===== src/rtl/stop_watch_param.sv =====
// stop_watch_param: MM:SS up/down stopwatch with field adjust,
// blink and a registered 4-digit multiplexed 7-segment driver.
module stop_watch_param #(
   parameter int CLK_DIV   = 100_000_000,
   parameter int ADJ_DIV   = 50_000_000,
   parameter int SCAN_DIV  = 100_000,
   parameter int BLINK_DIV = 25_000_000,
   parameter int MAX_MIN   = 59
) (
   input  logic       clk,
   input  logic       reset,
   input  logic       pause,
   input  logic       adj,
   input  logic       sel,
   input  logic       dir,
   output logic [3:0] m1,
   output logic [3:0] m0,
   output logic [3:0] s1,
   output logic [3:0] s0,
   output logic       done,
   output logic [7:0] seg,
   output logic [3:0] ad
);

   localparam int W1 = $clog2(CLK_DIV + 1);
   localparam int WA = $clog2(ADJ_DIV + 1);
   localparam int WS = $clog2(SCAN_DIV + 1);
   localparam int WB = $clog2(BLINK_DIV + 1);

   localparam logic [W1-1:0] C1_MAX = W1'(CLK_DIV - 1);
   localparam logic [WA-1:0] CA_MAX = WA'(ADJ_DIV - 1);
   localparam logic [WS-1:0] CS_MAX = WS'(SCAN_DIV - 1);
   localparam logic [WB-1:0] CB_MAX = WB'(BLINK_DIV - 1);

   localparam logic [3:0] MM1 = 4'(MAX_MIN / 10);
   localparam logic [3:0] MM0 = 4'(MAX_MIN % 10);

   logic [W1-1:0] cnt1;
   logic [WA-1:0] cnta;
   logic [WS-1:0] cnts;
   logic [WB-1:0] cntb;
   logic          tick1;
   logic          tick_adj;
   logic          tick_scan;
   logic          tick_blink;

   logic          running;
   logic          phase;
   logic [1:0]    idx;

   logic [3:0]    m1_n;
   logic [3:0]    m0_n;
   logic [3:0]    s1_n;
   logic [3:0]    s0_n;
   logic          done_n;
   logic          step;
   logic          upd;
   logic          dn_tick;
   logic          zero_c;
   logic          zero_n;

   logic [3:0]    dig;
   logic          blink;
   logic [7:0]    seg_n;
   logic [3:0]    ad_n;

   function automatic logic [7:0] sec_inc(input logic [3:0] t,
                                          input logic [3:0] u);
      if (u != 4'd9) return {t, u + 4'd1};
      if (t != 4'd5) return {t + 4'd1, 4'd0};
      return 8'h00;
   endfunction

   function automatic logic [7:0] min_inc(input logic [3:0] t,
                                          input logic [3:0] u);
      if ({t, u} == {MM1, MM0}) return 8'h00;
      if (u != 4'd9) return {t, u + 4'd1};
      return {t + 4'd1, 4'd0};
   endfunction

   // active-low {g,f,e,d,c,b,a}; anything above 9 is blank
   function automatic logic [6:0] seg7(input logic [3:0] d);
      case (d)
         4'd0:    return 7'h40;
         4'd1:    return 7'h79;
         4'd2:    return 7'h24;
         4'd3:    return 7'h30;
         4'd4:    return 7'h19;
         4'd5:    return 7'h12;
         4'd6:    return 7'h02;
         4'd7:    return 7'h78;
         4'd8:    return 7'h00;
         4'd9:    return 7'h10;
         default: return 7'h7F;
      endcase
   endfunction

   assign tick1      = !adj && (cnt1 == C1_MAX);
   assign tick_adj   = (cnta == CA_MAX);
   assign tick_scan  = (cnts == CS_MAX);
   assign tick_blink = (cntb == CB_MAX);

   // the 1 Hz prescaler is parked while adjusting
   always_ff @(posedge clk or posedge reset) begin
      if (reset) begin
         cnt1 <= '0;
         cnta <= '0;
         cnts <= '0;
         cntb <= '0;
      end else begin
         cnt1 <= (adj || tick1) ? '0 : cnt1 + 1'b1;
         cnta <= tick_adj ? '0 : cnta + 1'b1;
         cnts <= tick_scan ? '0 : cnts + 1'b1;
         cntb <= tick_blink ? '0 : cntb + 1'b1;
      end
   end

   always_ff @(posedge clk or posedge reset) begin
      if (reset) begin
         running <= 1'b1;
         phase   <= 1'b0;
         idx     <= 2'd0;
      end else begin
         if (pause) running <= !running;
         if (tick_blink) phase <= !phase;
         if (tick_scan) idx <= idx + 2'd1;
      end
   end

   // a pause landing on tick1 swallows that tick
   assign step   = tick1 && running && !pause;
   assign zero_c = ({m1, m0, s1, s0} == 16'h0000);

   always_comb begin
      m1_n    = m1;
      m0_n    = m0;
      s1_n    = s1;
      s0_n    = s0;
      upd     = 1'b0;
      dn_tick = 1'b0;
      if (adj) begin
         if (tick_adj) begin
            upd = 1'b1;
            if (sel) {s1_n, s0_n} = sec_inc(s1, s0);
            else     {m1_n, m0_n} = min_inc(m1, m0);
         end
      end else if (step) begin
         upd = 1'b1;
         if (!dir) begin
            {s1_n, s0_n} = sec_inc(s1, s0);
            if ({s1, s0} == 8'h59) {m1_n, m0_n} = min_inc(m1, m0);
         end else begin
            dn_tick = 1'b1;
            if (!zero_c) begin
               if (s0 != 4'd0) s0_n = s0 - 4'd1;
               else begin
                  s0_n = 4'd9;
                  if (s1 != 4'd0) s1_n = s1 - 4'd1;
                  else begin
                     s1_n = 4'd5;
                     if (m0 != 4'd0) m0_n = m0 - 4'd1;
                     else begin
                        m0_n = 4'd9;
                        m1_n = m1 - 4'd1;
                     end
                  end
               end
            end
         end
      end
      zero_n = ({m1_n, m0_n, s1_n, s0_n} == 16'h0000);
      done_n = done;
      if (dn_tick && zero_n)    done_n = 1'b1;
      else if (upd && !zero_n)  done_n = 1'b0;
   end

   always_ff @(posedge clk or posedge reset) begin
      if (reset) begin
         m1   <= 4'd0;
         m0   <= 4'd0;
         s1   <= 4'd0;
         s0   <= 4'd0;
         done <= 1'b0;
      end else begin
         m1   <= m1_n;
         m0   <= m0_n;
         s1   <= s1_n;
         s0   <= s0_n;
         done <= done_n;
      end
   end

   always_comb begin
      dig = s0;
      unique case (idx)
         2'd0:    dig = s0;
         2'd1:    dig = s1;
         2'd2:    dig = m0;
         default: dig = m1;
      endcase
      blink = adj && phase && (sel ? !idx[1] : idx[1]);
      seg_n = blink ? 8'hFF : {idx != 2'd2, seg7(dig)};
      ad_n  = ~(4'b0001 << idx);
   end

   always_ff @(posedge clk or posedge reset) begin
      if (reset) begin
         seg <= 8'hC0;
         ad  <= 4'b1110;
      end else begin
         seg <= seg_n;
         ad  <= ad_n;
      end
   end

endmodule


===== config.mk =====
export PLATFORM = sky130hd
export DESIGN_NAME = stop_watch_param
export DESIGN_NICKNAME = d
export VERILOG_FILES = /design/src/rtl/stop_watch_param.sv
export SDC_FILE = /design/constraint.sdc
export NUM_CORES = 1
export LEC_CHECK = 0
export CAP_MARGIN = 20
export CORE_ASPECT_RATIO = 1.25
export CORE_MARGIN = 2
export CORE_UTILIZATION = 30
export DETAILED_ROUTE_END_ITERATION = 10
export HOLD_SLACK_MARGIN = 0.15
export PLACE_DENSITY = 0.53
export SETUP_SLACK_MARGIN = 0.1
export SLEW_MARGIN = 10
export SYNTH_ARGS = -nofsm -noshare
export SYNTH_HDL_FRONTEND = slang
export SYNTH_SLANG_ARGS = --single-unit

===== constraint.sdc =====
create_clock -name clk -period 8.54 [get_ports clk]
set_clock_uncertainty 0.1 [all_clocks]
set_input_delay 1.708 -clock clk [delete_from_list [all_inputs] [get_ports clk]]
set_output_delay 1.708 -clock clk [all_outputs]
set_load 0.05 [all_outputs]

==> impl_metrics.json <==
{
  "worst_case_register_to_register_setup_slack_ns": 4.88,
  "worst_r2r_endpoint": "done",
  "detailedPlacementHpwl_um": 13300,
  "final_util": 0.358,
  "critical_path.max_fanout": 23,
  "synth.top_cells.by_area": "dfrtp_1, xor2_1, nor2_1, nand2_1, xnor2_1",
  "register_area_mm2": 0.00321,
  "hold_path_depth": 1,
  "crit_path_max_incr_delay_ns": 1.06,
  "netSwitchingFraction": 0.233,
  "antenna_found_initial": 0,
  "antenna_violating_nets_post_route": 0,
  "finalSetupViolations": 0,
  "worst-endpoint-arrival_ns": 5.07,
  "grt_remaining_overflow": 0,
  "power_internal_mw": 1.10,
  "pin_count_of_the_biggest_net_entering_global_routing": 77,
  "gr-usage-all-layers": 0.152,
  "cts_hold_repair.buffers": 0,
  "clockPowerShare": 0.516,
  "cts_buffers": 17,
  "route.vias.total": 6087,
  "rows": 64,
  "wirelength_um": 19200,
  "area.growth.synth_to_final_pct": 17.5,
  "worstMarginPinSlew_ns": 1.04,
  "stdcell_count": 1187,
  "synth.avg_cell_area_um2": 9.07,
  "combinationalPowerShare": 0.047,
  "timing.critical_path.slowest_stage_cell": "clkdlybuf4s50_1",
  "cts-htree-levels": 4,
  "drive_above_1_share": 0.0747,
  "antenna-diode-count": 0,
  "first_global_vias": 6077,
  "clock_insertion_delay_worst_skew_ns": 0.43,
  "die_h_um": 180,
  "layout.cells.most_common": "dfrtp_1",
  "hold_path_startpoint": "cnts[4]",
  "yosys_most_used_dff": "dfrtp_1",
  "post_cts_resize_count": 0,
  "worst_min_delay_path_class": "reg2reg",
  "nFillCells": 2463,
  "drt-initial-drc-count": 414,
  "switchingPower_mw": 0.334,
  "yosysTopAreaCellShare": 0.410,
  "multi_input_gate_area_mm2": 0.00399,
  "clkSlewWorstSetupHoldPaths_ns": 0.06,
  "clock_tree.buffer_depth": 2,
  "critical_path.reg2reg.startpoint": "cnta[0]",
  "irDropWorstVdd_mv": 0.108,
  "die_w_um": 145,
  "routed_wire_per_std_cell_um": 16.2,
  "critical_path.cell_chain": "clkdlybuf4s50_1 -> inv_1 -> or3_1 -> o32a_1 -> a22oi_1 -> nand3_1 -> nor4_1 -> and3_1 -> a22oi_1 -> o22ai_1",
  "final_cell_mix": "dfrtp_1, nor2_1, nand2_1",
  "post-cts-setup-buffers": 0,
  "report.final.slew_viol_count": 0,
  "drv.max_cap_violation_count": 0,
  "ys_seq_elements": 128,
  "final-hold-violation-count": 0,
  "slew-limit-headroom": 0.299,
  "gp_routability_congestion": 0.877,
  "io-pin-count": 35,
  "grt_setup_unrepaired": "false",
  "initial_core_util": 0.305,
  "period_share": 0.566,
  "detailedRoute.firstPassIterationCount": 5,
  "synth_enable_flop_cells": 0,
  "synth_fp_nets": 848,
  "finalSetupTns_ns": 0,
  "timing.fmax_mhz": 207,
  "route.detailed.vias_per_inst": 5.13,
  "synthArstFlopShare": 1.00,
  "leakagePower_nw": 3.74,
  "netlist.top_cell.by_area": "dfrtp_1",
  "port-buffer-count": 34,
  "worst_slack_ns": 3.71,
  "worst_path_most_repeated_cell": "a22oi_1",
  "hold_ep": "cnts[4]",
  "critPathRequiredTime_ns": 8.78,
  "cp-end-kind": "register",
  "period_needed_ns": 4.83,
  "post_synth_instance_area_mm2": 0.00745,
  "grt_pass1_wl_um": 31800,
  "clk_root_buffer_cell": "clkbuf_16",
  "worst-setup-path-type": "in2reg",
  "nNetsFinal": 871,
  "power_density_mw_per_mm2": 163,
  "pwr-share-seq": 0.437,
  "synth_warnings": 0,
  "cts_tree": "done",
  "ys_types": 68,
  "synthCells": 821,
  "dieArea_mm2": 0.0261,
  "r2r_cells": 10,
  "status": "complete, no violations",
  "placed_cells_incl_taps": 1153,
  "clock_sink_count": 128,
  "remaining_drc_errors": 0,
  "placement.setup.worst_slack_ns": 3.33,
  "design.core.area_mm2": 0.0244,
  "critical_path_start_type": "input port",
  "synth_sequential_area_ratio": 0.431
}
## per-stage QoR
stage	hold WS (ns)	power, mW	cell area, um2
after CTS	0.378	1.45	8720
after global placement	0.365	0.702	8120
after floorplan	0.342	0.678	7450
after global routing	0.407	1.48	8750
after detailed placement	0.363	0.701	8120
final	0.380	1.43	8750
## per-layer routing
metal,track usage,vias up,share of wire
met1,0.190,2918,0.44
met4,0.0836,0,0.039
met5,0,-,0
li1,-,2949,-
met2,0.246,173,0.47
met3,0.0296,47,0.048
## area by class of cell
class                   instances  area share
inverters                      33      0.0147
clock buffers                  23      0.0558
repair buffers                 41      0.0469
well taps                     330      0.0472
multi-input cells             623       0.456
flip-flops and latches        128       0.367
clock inverters                 9      0.0124
## cells in the mapped netlist (11+ instances only)
cell type,count
nor2b_1,11
o21ai_0,32
nand3_1,46
xnor2_1,33
and3_1,24
a21oi_1,23
nand2_1,80
dfrtp_1,122
xor2_1,55
clkbuf_1,35
nor2_1,101
inv_1,33
nor3_1,13
ha_1,21
nor4_1,16
and2_1,11
nand4_1,20
## power by group through the flow
| stage | clock network [mW] | registers, mW | logic, mW |
|---|---|---|---|
| after floorplan | 0 | 0.639 | 0.0393 |
| after global placement | 0 | 0.635 | 0.0663 |
| after detailed placement | 0 | 0.635 | 0.0656 |
| after CTS | 0.755 | 0.624 | 0.0661 |
| after global routing | 0.778 | 0.626 | 0.0742 |
| final | 0.738 | 0.625 | 0.0668 |
## how the worst max path moves through the flow
| stage | startpoint | endpoint | slack (ns) |
|---|---|---|---|
| 2_1_floorplan | reset | ad[0] | 3.33 |
| 3_3_place_gp | dir | done | 3.41 |
| 3_5_place_dp | adj | done | 3.33 |
| 4_1_cts | adj | done | 3.79 |
| 5_1_grt | adj | done | 3.48 |
| 6_report | adj | done | 3.71 |
## registers in the layout (all words and copies together), names as in the netlist
signal   flops
cntb        25
cnta        26
seg          8
s0           4
cnts        17
m0           4
idx          2
s1           4
cnt1        27
done         1
m1           4
running      1
ad           4
phase        1
## critical path, delay by kind of cell
family / cells / cell delay [ns]
buffers and inverters: 2 / 1.38
AO/OA/AOI/OAI: 4 / 0.85
AND/OR/NAND/NOR: 4 / 1.12
## cells by family after synthesis
family	synth area share
AND/OR/NAND/NOR	0.273
flip-flops	0.431
AO/OA/AOI/OAI	0.103
XOR/XNOR	0.103
buffers and inverters	0.0354
adder cells (fa/ha/maj)	0.0353
multiplexers	0.0197
No activity file was read; power rests on OpenSTA's default activity.
